===== src/rtl/wave_pkg.sv =====
// wave_pkg: shared types for the note sequencer
package wave_pkg;
  localparam int seq_note_w = 2;
  localparam int seq_dur_w = 16;
  typedef enum logic [1:0] {IDLE, PLAY, GAP} seq_state_e;
  typedef struct packed {
    logic                  rest;
    logic [seq_note_w-1:0] note;
    logic [seq_dur_w-1:0]  dur;
  } seq_step_t;
endpackage


===== src/rtl/tick_down_counter.sv =====
// tick_down_counter: loadable down counter advanced by sample ticks, flags the final tick
module tick_down_counter #(
  parameter int width_p = 16
) (
  input  logic               clk_i,
  input  logic               reset_i,
  input  logic               load_i,
  input  logic [width_p-1:0] val_i,
  input  logic               tick_i,
  output logic               last_o
);
  logic [width_p-1:0] cnt;
  assign last_o = cnt == width_p'(1);
  // load wins over a tick; the count parks at zero
  always_ff @(posedge clk_i or posedge reset_i)
    if (reset_i) cnt <= '0;
    else if (load_i) cnt <= val_i;
    else if (tick_i && cnt != '0) cnt <= cnt - 1'b1;
endmodule


===== src/rtl/wave_note_sequencer.sv =====
// wave_note_sequencer: steps through a programmed note pattern, gating the oscillator bank per sample tick
module wave_note_sequencer
  import wave_pkg::*;
#(
  parameter int voices_p    = 4,
  parameter int steps_p     = 16,
  parameter int dur_width_p = 16,
  parameter int gap_ticks_p = 4
) (
  input  logic                       clk_i,
  input  logic                       reset_i,
  input  logic                       sample_tick_i,
  input  logic                       start_i,
  input  logic                       stop_i,
  input  logic                       loop_i,
  input  logic [$clog2(steps_p)-1:0] len_i,
  input  logic                       cfg_we_i,
  input  logic [$clog2(steps_p)-1:0] cfg_addr_i,
  input  logic                       cfg_rest_i,
  input  logic [$clog2(voices_p)-1:0] cfg_note_i,
  input  logic [dur_width_p-1:0]     cfg_dur_i,
  output logic [voices_p-1:0]        osc_en_o,
  output logic                       gate_o,
  output logic [$clog2(steps_p)-1:0] step_o,
  output logic                       busy_o,
  output logic                       done_o
);
  localparam int nw = $clog2(voices_p);
  localparam int sw = $clog2(steps_p);
  localparam int gw = $clog2(gap_ticks_p + 2);
  seq_state_e state, state_n;
  seq_step_t mem [steps_p];
  seq_step_t cur;
  logic [sw-1:0] step_n, len_q;
  logic loop_q, dur_ld, gap_ld, lat, done_n, dur_last, gap_last, dur_end, gap_end, adv;
  logic [dur_width_p-1:0] dur_v;
  logic [nw-1:0] note;
  assign cur = mem[step_n];
  assign note = nw'(cur.note);
  assign dur_v = (cur.dur == '0) ? dur_width_p'(1) : dur_width_p'(cur.dur);
  assign dur_end = state == PLAY && sample_tick_i && dur_last;
  assign gap_end = state == GAP && sample_tick_i && gap_last;
  assign adv = gap_end || (dur_end && gap_ticks_p == 0);
  tick_down_counter #(.width_p(dur_width_p)) u_dur (
    .clk_i(clk_i), .reset_i(reset_i), .load_i(dur_ld), .val_i(dur_v),
    .tick_i(sample_tick_i && state == PLAY), .last_o(dur_last)
  );
  tick_down_counter #(.width_p(gw)) u_gap (
    .clk_i(clk_i), .reset_i(reset_i), .load_i(gap_ld), .val_i(gw'(gap_ticks_p)),
    .tick_i(sample_tick_i && state == GAP), .last_o(gap_last)
  );
  // pattern memory accepts writes only while idle and not being stopped
  always_ff @(posedge clk_i)
    if (cfg_we_i && !stop_i && state == IDLE)
      mem[cfg_addr_i] <= '{rest: cfg_rest_i, note: seq_note_w'(cfg_note_i), dur: seq_dur_w'(cfg_dur_i)};
  // next state: stop beats everything, then start, then step advance, then entry into the gap
  always_comb begin
    state_n = state;
    step_n = step_o;
    done_n = 1'b0;
    dur_ld = 1'b0;
    gap_ld = 1'b0;
    lat = 1'b0;
    if (stop_i) begin
      state_n = IDLE;
      step_n = '0;
    end else if (state == IDLE && start_i) begin
      state_n = PLAY;
      step_n = '0;
      dur_ld = 1'b1;
      lat = 1'b1;
    end else if (adv) begin
      if (step_o < len_q) begin
        state_n = PLAY;
        step_n = step_o + 1'b1;
        dur_ld = 1'b1;
      end else if (loop_q) begin
        state_n = PLAY;
        step_n = '0;
        dur_ld = 1'b1;
      end else begin
        state_n = IDLE;
        done_n = 1'b1;
      end
    end else if (dur_end) begin
      state_n = GAP;
      gap_ld = 1'b1;
    end
  end
  // state, latched run settings and registered outputs derived from the next state
  always_ff @(posedge clk_i or posedge reset_i)
    if (reset_i) begin
      state <= IDLE;
      step_o <= '0;
      len_q <= '0;
      loop_q <= 1'b0;
      osc_en_o <= '0;
      gate_o <= 1'b0;
      busy_o <= 1'b0;
      done_o <= 1'b0;
    end else begin
      state <= state_n;
      step_o <= step_n;
      if (lat) begin
        len_q <= len_i;
        loop_q <= loop_i;
      end
      osc_en_o <= (state_n == PLAY && !cur.rest) ? voices_p'(1) << note : '0;
      gate_o <= state_n == PLAY && !cur.rest;
      busy_o <= state_n != IDLE;
      done_o <= done_n;
    end
endmodule


===== config.mk =====
export PLATFORM = sky130hd
export DESIGN_NAME = wave_note_sequencer
export DESIGN_NICKNAME = d
export VERILOG_FILES = /design/src/rtl/wave_pkg.sv /design/src/rtl/tick_down_counter.sv /design/src/rtl/wave_note_sequencer.sv
export SDC_FILE = /design/constraint.sdc
export NUM_CORES = 1
export LEC_CHECK = 0
export CAP_MARGIN = 20
export CORE_ASPECT_RATIO = 1.1
export CORE_MARGIN = 4
export CORE_UTILIZATION = 25
export CTS_BUF_LIST = sky130_fd_sc_hd__clkbuf_8
export DETAILED_ROUTE_END_ITERATION = 12
export PLACE_DENSITY = 0.43
export SYNTH_ARGS = -nofsm -noshare
export SYNTH_HDL_FRONTEND = slang
export SYNTH_HIERARCHICAL = 1
export SYNTH_SLANG_ARGS = --single-unit

===== constraint.sdc =====
create_clock -name clk_i -period 4.5 [get_ports clk_i]
set_input_delay 0.675 -clock clk_i [delete_from_list [all_inputs] [get_ports clk_i]]
set_output_delay 0.675 -clock clk_i [all_outputs]
set_load 0.02 [all_outputs]

======== Word level (Yosys, flattened, before mapping) ========
Memories as Yosys holds them, arrays and structs flattened.
Cells that the tools add are included.
Widths: inputs -> output; s select.
storage, ports and cells
  input port bits ......................... 34
  memories kept ........................... 1
  flip-flop bits (word level) ............. 37
  RAM bits ................................ 304
  output and inout bits ................... 11
  word-level logic and storage cells ...... 75
memories
  name  words  width  rd ports  clocked after memory_dff  write ports  RTL line                   RTL
  mem   16     19     1         0                         1            wave_note_sequencer.sv:32  seq_step_t mem [steps_p];
operators by class
  equal/unequal tests ..................... 5
  reductions and logical operators ........ 19
  $lt $le $gt $ge ......................... 1
  add/sub/neg operators ................... 3
  muxes and demuxes ....................... 35
  shift-type cells ........................ 1
operators by type and width
  operator               count
  $mux 16                3
  $mux 4                 6
  $mux 1                 20
  $eq 16x1->1 const B    1
  $logic_not 16->1       1
  $reduce_bool 16->1     1
  $sub 16x1->16 const B  1
  $logic_and 1x1->1      10
  $mux 2                 4
  $mux 3                 2
  $reduce_bool 2->1      3
  $add 4x1->4 const B    1
  $eq 2x1->1 const B     2
  $lt 4x4->1             1
  $shl 1x2->4 const A    1
  $eq 3x1->1 const B     1
  $reduce_bool 3->1      1
  $sub 3x1->3 const B    1
  $eq 2x2->1 const B     1
  $logic_not 1->1        2
  $logic_not 2->1        1

======== Longest topological paths before layout ========
Gate-level depths: netlist (run 1).
  depth in word-level cells ............... 10
  depth in mapped cells ................... 21
  gate-level depth less buffers ........... 16

======== Hierarchy ========
The synthesis (run 1) kept the hierarchy.
modules (own cells, without submodules)
  module                      cells an instance  sequential area each (sq um)  times used  area each (sq um)
  wave_note_sequencer         897                9579.2                        1           13125.1
  tick_down_counter at u_dur  122                400.4                         1           1072.3
  tick_down_counter at u_gap  25                 75.1                          1           225.2

======== Least setup slack after synthesis (run 1) ========
Ideal clock, no wire load.
  path kind ............................... reg-to-reg
  start ................................... register step_o[1]
  end ..................................... register u_dur.cnt[0]
  cell stages (with the launch flop) ...... 17
  arrival ................................. 3.716 ns
  setup slack ............................. 0.702 ns
  buffers on the path ..................... 3
  period minus slack after synthesis ...... 3.798 ns
  required time ........................... 4.417 ns
  library setup time ...................... 0.083 ns
  path through ............................ dfrtp_1 ha_1 o211ai_1 o21ai_1 nor3_2 o21ai_2 buf_2 buf_4 buf_1 mux2_2 o21ai_0 a31oi_1 nor4_1 nand4b_1 o31ai_1 nand2_1 o21ai_0
on the way
  longest elaborated chain between the ends .. 9
  elaborated cells on any way between the ends .. 16
  classes of those cells .................. add/sub (1); order compare (1); mux (11); reduce/logical (2); memory (1)
RTL lines
  element                                    RTL line                    RTL
  from (decl)                                wave_note_sequencer.sv:24   output logic [$clog2(steps_p)-1:0] step_o,
  from (signal assigned)                     wave_note_sequencer.sv:103  step_o <= step_n;
  $add 4x1->4, or another cell as far along  wave_note_sequencer.sv:75   step_n = step_o + 1'b1;
  $mux 4                                     wave_note_sequencer.sv:73   if (step_o < len_q) begin
  $mux 4 *                                   wave_note_sequencer.sv:72   end else if (adv) begin
  $mux 4 *                                   wave_note_sequencer.sv:67   end else if (state == IDLE && start_i) begin
  $mux 4 *                                   wave_note_sequencer.sv:64   if (stop_i) begin
  $mem_v2 16x19 *                            -
  $logic_not 16->1                           wave_note_sequencer.sv:40   assign dur_v = (cur.dur == '0) ? dur_width_p'(1) : dur_width_p'(cur.dur);
  $mux 16 *                                  wave_note_sequencer.sv:40
  named net dur_v[0]                         wave_note_sequencer.sv:36   logic [dur_width_p-1:0] dur_v;
  $mux 16 *                                  tick_down_counter.sv:17     else if (load_i) cnt <= val_i;
  to (signal assigned)                       tick_down_counter.sv:17
  to (signal assigned)                       tick_down_counter.sv:18     else if (tick_i && cnt != '0) cnt <= cnt - 1'b1;
  to (decl)                                  tick_down_counter.sv:12     logic [width_p-1:0] cnt;
The timed path passes the listed nets; every way through them passes the cells marked *.
A chain may end at the register's enable or synchronous reset.

======== Worst setup path after layout (run 1) ========
  start ................................... register step_o[3]
  end ..................................... register u_dur.cnt[0]
Same word-level chain as after synthesis.

==> metrics.md, run 1 <==
| Metric | Value |
|---|---|
| Status | finished clean |
| Clock Sinks | 341 |
| Area of the die | around 62000 um2 |
| Wirelength per Cell | 22.02 um |
| Worst EP arrival | 4.71 ns |
| Post-layout min period | roughly 4.2 ns |
| Vias in the first global route | 9451 |
| Post-cts gate resize count | 0 |
| CP startpoint kind | flop |
| Mapped Area | 14420 um2 |
| Initial antenna violation count | 2 |
| Worst relative slew slack | 0.3743 |
| Initial core utilization | 0.2521 |
| Sequential area share after synthesis | 0.6971 |
| I/O pins | 45 |
| Setup WS post-layout | 0.3449 ns |
| Die Y | 259.9 um |
| Nets | 1216 |
| Reg area | 10050 um2 |
| Max Slew Vio Count | 0 |
| Final wirelength | 43430 um |
| Power per Cell Area | 381.9 nW/um2 |
| CP Max Fanout | 14 |
| Area growth syn-to-layout | 20.56% |
| Drt pass-1 iters | 5 |
| # Max-Cap Violations | 0 |
| Largest cells by area after synthesis | edfxtp_1, dfrtp_1, nand2_1, mux2i_1, o211ai_1 |
| Post-Synthesis Cells | 1044 |
| RSZ-0062 raised after global routing | no |
| Period utilization | 0.9234 |
| Pre-CTS WS | about 0.019 ns |
| First-pass GRT wire length | around 64000 um |
| Inserted Clock Buffers | 58 |
| Post-synth top cells | edfxtp_1, nand2_1, mux2i_1 |
| CTS tree | yes |
| Critical Path Sink Type | flop |
| Synth area leader | edfxtp_1 |
| P_leak | 6.276 nW |
| DRC violations left | 0 |
| Clock Latency Late Sink | 0.65 ns |
| HPWL after DPL | 26340 um |
| Die W | approximately 240 um |
| Fillers | 5700 |
| Final GP Congestion | roughly 0.77 |
| Clk buf depth | 3 |
| VDD IR max | ~0.19 mV |
| Top_reg_cell synth | edfxtp_1 |
| Hold slack final | roughly 0.28 ns |
| Via count | 9305 |
| Clk slew on worst S/H paths | ~0.060 ns |
| Layout cells sized above 1 | 0.1698 |
| Yosys reg bits | 341 |
| Hold Fails Final Rpt | 0 |
| Top cell type's share of synthesized area | 0.6329 |
| Total power | 0.006641 W |
| Hold buffers post-CTS | 0 |
| Count leader, synth | edfxtp_1 |
| GRT overflow | 0 |
| Max Fclk | roughly 0.24 GHz |
| Worst EP required | 5.05 ns |
| Setup CP Type | reg -> reg |
| Antenna-violating nets left | 0 |
| Fin Clk Skew | between 0.03 and 0.04 ns |
| Post-synthesis area per instance | ~14 um2 |
| Worst Tran Pin Value | 0.9306 ns |
| Yosys cell types | 85 |
| Setup violators final | 0 |
| Area occupied by multi-input gates | 4081 um2 |
| Core area | 57210 um2 |
| I/O Buffers | 44 |
| Largest net degree at the start of global routing | 50 |
| Design Area, Final | about 17000 um2 |
| Worst min-delay path category | in -> async |
| Area post-placement | approximately 16000 um2 |
| Post-synth EDFFs | slightly above 300 |
| GRT Overall Usage | 0.1386 |
| Root Buffer | clkbuf_8 |
| Post-CTS Setup Inserts | 0 |
| H-Tree Depth | 2 |
| Async SR Flop Fraction | 0.1085 |
| Setup TNS | 0 ns |
| Vias/cell | 4.719 |
| FP Rows | 92 |
| Synth Warn # | 6 |
| 1st-iter DRT viols | about 620 |
==> path summary, 6_finish.rpt <==
| check | slack (ns) | depth (start not counted) | start | end |
|---|---|---|---|---|
| min in group clk_i | 0.50 | 1 | len_q[0]$_DFFE_PP0P_ | len_q[0]$_DFFE_PP0P_ |
| setup / recovery | 0.34 | 15 | step_o[3]$_DFF_PP0_ | u_dur/cnt[0]$_DFFE_PP0P_ |
| hold / removal | 0.28 | 2 | reset_i | u_gap/cnt[0]$_DFFE_PP0P_ |
| hold reg to reg | 0.50 | 1 | len_q[0]$_DFFE_PP0P_ | len_q[0]$_DFFE_PP0P_ |
| max in group asynchronous | 3.50 | 2 | reset_i | u_dur/cnt[10]$_DFFE_PP0P_ |
| setup reg to reg | 0.34 | 15 | step_o[3]$_DFF_PP0_ | u_dur/cnt[0]$_DFFE_PP0P_ |
==> cell type report <==
cell class              count  area share
multi-input cells         621      0.2347
inverters                  32    0.006908
flip-flops and latches    341      0.5783
clock inverters            41     0.01166
well taps                 752     0.05411
diodes                      1   0.0001439
clock buffers              65     0.05145
repair buffers            119     0.06275
==> sequential cells by signal, summed over array words and instances, names as in the netlist <==
register / cells
mem: 304
u_dur/cnt: 16
len_q: 4
osc_en_o: 4
step_o: 4
u_gap/cnt: 3
state: 2
busy_o: 1
done_o: 1
gate_o: 1
loop_q: 1
==> cells in the final DEF (no fill, tap or decap), types with 19 or more instances in the layout <==
master,n
a21oi_1,30
a31oi_1,21
and3_1,19
buf_4,68
clkbuf_8,65
clkdlybuf4s50_1,44
dfrtp_1,37
edfxtp_1,304
inv_1,47
mux2i_1,46
nand2_1,171
nand3_1,28
nor2_1,31
o211ai_1,27
==> critical path, stage by stage, from the launching register on <==
cell,delay (ns)
dfrtp_1,0.44
ha_1,0.33
o211ai_1,0.10
o21ai_1,0.46
nor3_2,0.14
o21ai_4,0.37
buf_4,0.29
buf_4,0.24
mux2i_1,0.22
mux4_2,0.25
nand2_1,0.06
o31a_1,0.16
or4_1,0.55
o31ai_1,0.26
nand2_1,0.08
o21ai_0,0.10
==> cell families after synthesis <==
group | after synthesis | share of synthesized area
AND/OR/NAND/NOR | 343 | 0.1166
adder cells (fa/ha/maj) | 9 | 0.007808
other | 2 | 0.0005207
multiplexers | 60 | 0.04676
XOR/XNOR | 1 | 0.0006074
buffers and inverters | 83 | 0.02464
AO/OA/AOI/OAI | 205 | 0.1059
flip-flops | 341 | 0.6971
==> power by group <==
group | leakage (nW) | total, W | switching, W | internal (W)
Combinational | 2.45 | 0.000394 | 0.000238 | 0.000156
Clock | 0.632 | 0.00266 | 0.00128 | 0.00138
Sequential | 3.19 | 0.00359 | 0.0000694 | 0.00352
Total | 6.28 | 0.00664 | 0.00159 | 0.00505
==> per-layer routing <==
metal  GRT usage  vias to the layer above  share of wire
met5           0                        -        0.00030
met4     0.04980                        2          0.028
met3     0.02917                       73          0.046
met2      0.2351                      190           0.49
met1      0.1752                     4736           0.44
li1            -                     4304              -
==> stage by stage <==
stage / utilization / instances
after floorplan: - / 1045
after global placement: 0.2847 / 1865
after detailed placement: 0.2847 / 1865
after CTS: 0.3039 / 1971
after global routing: 0.3039 / 1972
final: 0.3039 / 1972
No activity file was read; power rests on OpenSTA's default activity.
==> inputs of run 2 (changes only) <==
- CAP_MARGIN: 20 -> unset
- CORE_UTILIZATION: 25 -> 52
- PLACE_DENSITY: 0.43 -> 0.73
==> metrics.md, run 2 (synthesis results as in run 1) <==
| Metric | Value |
|---|---|
| Area growth syn-to-layout | 15.21% |
| CTS tree | yes |
| Cells on worst reg2reg path | 16 |
| Final GP Congestion | 0.8518 |
| Antenna cells | 0 |
| Antenna-violating nets left | 0 |
| I/O Buffers | 44 |
| Inserted Clock Buffers | 53 |
| First-pass GRT wire length | between 50000 and 60000 um |
| DRC violations left | 0 |
| Biggest register | mem |
| Layout cells sized above 1 | 0.1495 |
| Fin Clk Skew | 0.02597 ns |
| Setup violators final | 0 |
| Status | finished clean |
| Die Y | about 180 um |
| CP max stage delay | 0.60 ns |
| Hold Fails Final Rpt | 0 |
| Layout Utilization | 0.6128 |
| GRT Overall Usage | 0.2366 |
| Root Buffer | clkbuf_8 |
| Period utilization | 0.8982 |
| Setup TNS | 0 ns |
| P_leak | 6.098 nW |
| CP max-delay cell | a2111oi_0 |
| Max Slew Vio Count | 0 |
| Reg2reg start | step_o[2]$_DFF_PP0_ |
| Clk buf depth | 3 |
| Worst relative slew slack | 0.3180 |
| Power per Cell Area | 385.1 nW/um2 |
| I/O pins | 45 |
| Max Fclk | between 0.2 and 0.25 GHz |
| Max FFs per register | between 300 and 400 |
| H-Tree Depth | 2 |
| Area of the die | slightly above 30000 um2 |
| # Max-Cap Violations | 0 |
| Commonest non-fill, non-tap cell in the layout | edfxtp_1 |
| Critical Path Sink Type | flop |
| Setup CP Type | reg -> reg |
| Drt pass-1 iters | 5 |
| Core area | about 27000 um2 |
| Vias/cell | 6.170 |
| Worst min-delay path category | in -> async |
| Vias in the first global route | between 9k and 10k |
| Initial core utilization | 0.5319 |
| Worst EP arrival | 4.50 ns |
| RSZ-0062 raised after global routing | no |
| Most frequent cells in the layout | edfxtp_1, nand2_1, clkbuf_8 |
| Clk slew on worst S/H paths | 0.06 ns |
| CP startpoint kind | flop |
| Post-cts gate resize count | 0 |
| CP Max Fanout | 24 |
| Post-layout min period | ~4.0 ns |
| Nets | between 1k and 1.5k |
| Via count | 9508 |
| Clock Latency Late Sink | 0.59 ns |
| GRT overflow | 0 |
| Worst EP required | 4.96 ns |
| Flop2flop setup slack | 0.46 ns |
| Largest registers | mem x304, u_dur/cnt x16 |
| Clock Sinks | 341 |
| RR Endpoint | u_dur/cnt[0]$_DFFE_PP0P_ |
| VDD IR max | 0.2155 mV |
| Die W | 166.8 um |
| Worst Setup EP | u_dur/cnt[0]$_DFFE_PP0P_ |
| Wirelength per Cell | roughly 24 um |
| Worst Tran Pin Value | 1.010 ns |
| Largest net degree at the start of global routing | 73 |
| Hold buffers post-CTS | 0 |
| Total power | 0.006400 W |
| FP Rows | 63 |
| Final wirelength | 36680 um |
| Post-CTS Setup Inserts | 0 |
| Critical-path cell list | ha_1 > o211ai_1 > o21ai_1 > nor3_2 > or3_1 > inv_2 > buf_4 > nor2_1 > buf_4 > and3_1 > a2111oi_0 > or3_1 > or4_1 > o31ai_1 > nand2_1 > o21ai_0 |
| Crit path from | step_o[2]$_DFF_PP0_ |
| HPWL after DPL | 22070 um |
| 1st-iter DRT viols | 1051 |
| Initial antenna violation count | 0 |
run 2: cell count changes in the layout (fill, tap and decap cells not counted):
cell / delta
buf_4: -20
clkbuf_8: -8
clkinv_2: -3
inv_1: -3
clkinv_1: -2
buf_12: -1
bufinv_16: +1
diode_2: -1
inv_6: +1
run 2: worst max-delay path: cells and delay by family (launching register included):
kind            cells  cell delay (ns)
compound gates      5             1.30
simple gates        7             1.23
buf+inv             3             0.58
flops               1             0.47
fa+ha+maj           1             0.32
run 2: power by group:
group | internal [W] | leakage (nW) | switching (W) | total, W
sequential | 0.00352 | 3.19 | 0.0000745 | 0.00359
combinational | 0.000144 | 2.34 | 0.000227 | 0.000371
clock | 0.00128 | 0.563 | 0.00115 | 0.00243
run 2: stage by stage:
step | instances | instance area [um2] | hold WS (ns) | setup slack [ns]
after floorplan | 1045 | 14430 | 0.4286 | 0.7017
after global placement | 1449 | 15620 | 0.4848 | 0.2317
after detailed placement | 1449 | 15620 | 0.4889 | 0.2143
after CTS | 1541 | 16620 | 0.3157 | 0.5103
after global routing | 1541 | 16620 | 0.3443 | 0.1487
final | 1541 | 16620 | 0.3261 | 0.4581
run 2: area by class of cell:
class / count / area (um2)
Fill cell: 2017 / 10500
Sequential cell: 341 / 10050
Multi-Input combinational cell: 621 / 4081
Timing Repair Buffer: 98 / 920.9
Clock buffer: 57 / 784.5
Tap cell: 357 / 446.7
Clock inverter: 35 / 207.7
Inverter: 32 / 120.1
run 2: per-layer routing:
metal	part of all wire	GRT usage	vias up
li1	-	-	4248
met1	0.39	0.3087	4688
met2	0.48	0.3902	468
met3	0.084	0.04593	104
met4	0.045	0.1034	0
met5	0	0	-
run 2: how the worst min path moves through the flow:
stage | slack [ns] | cells past startpoint | start | endpoint
after floorplan | 0.43 | 1 | reset_i | u_gap/cnt[0]$_DFFE_PP0P_
after global placement | 0.48 | 1 | len_q[0]$_DFFE_PP0P_ | len_q[0]$_DFFE_PP0P_
after detailed placement | 0.49 | 1 | len_q[0]$_DFFE_PP0P_ | len_q[0]$_DFFE_PP0P_
after CTS | 0.32 | 2 | reset_i | u_gap/cnt[2]$_DFFE_PP0P_
after global routing | 0.34 | 2 | reset_i | u_gap/cnt[2]$_DFFE_PP0P_
final | 0.33 | 2 | reset_i | u_gap/cnt[2]$_DFFE_PP0P_
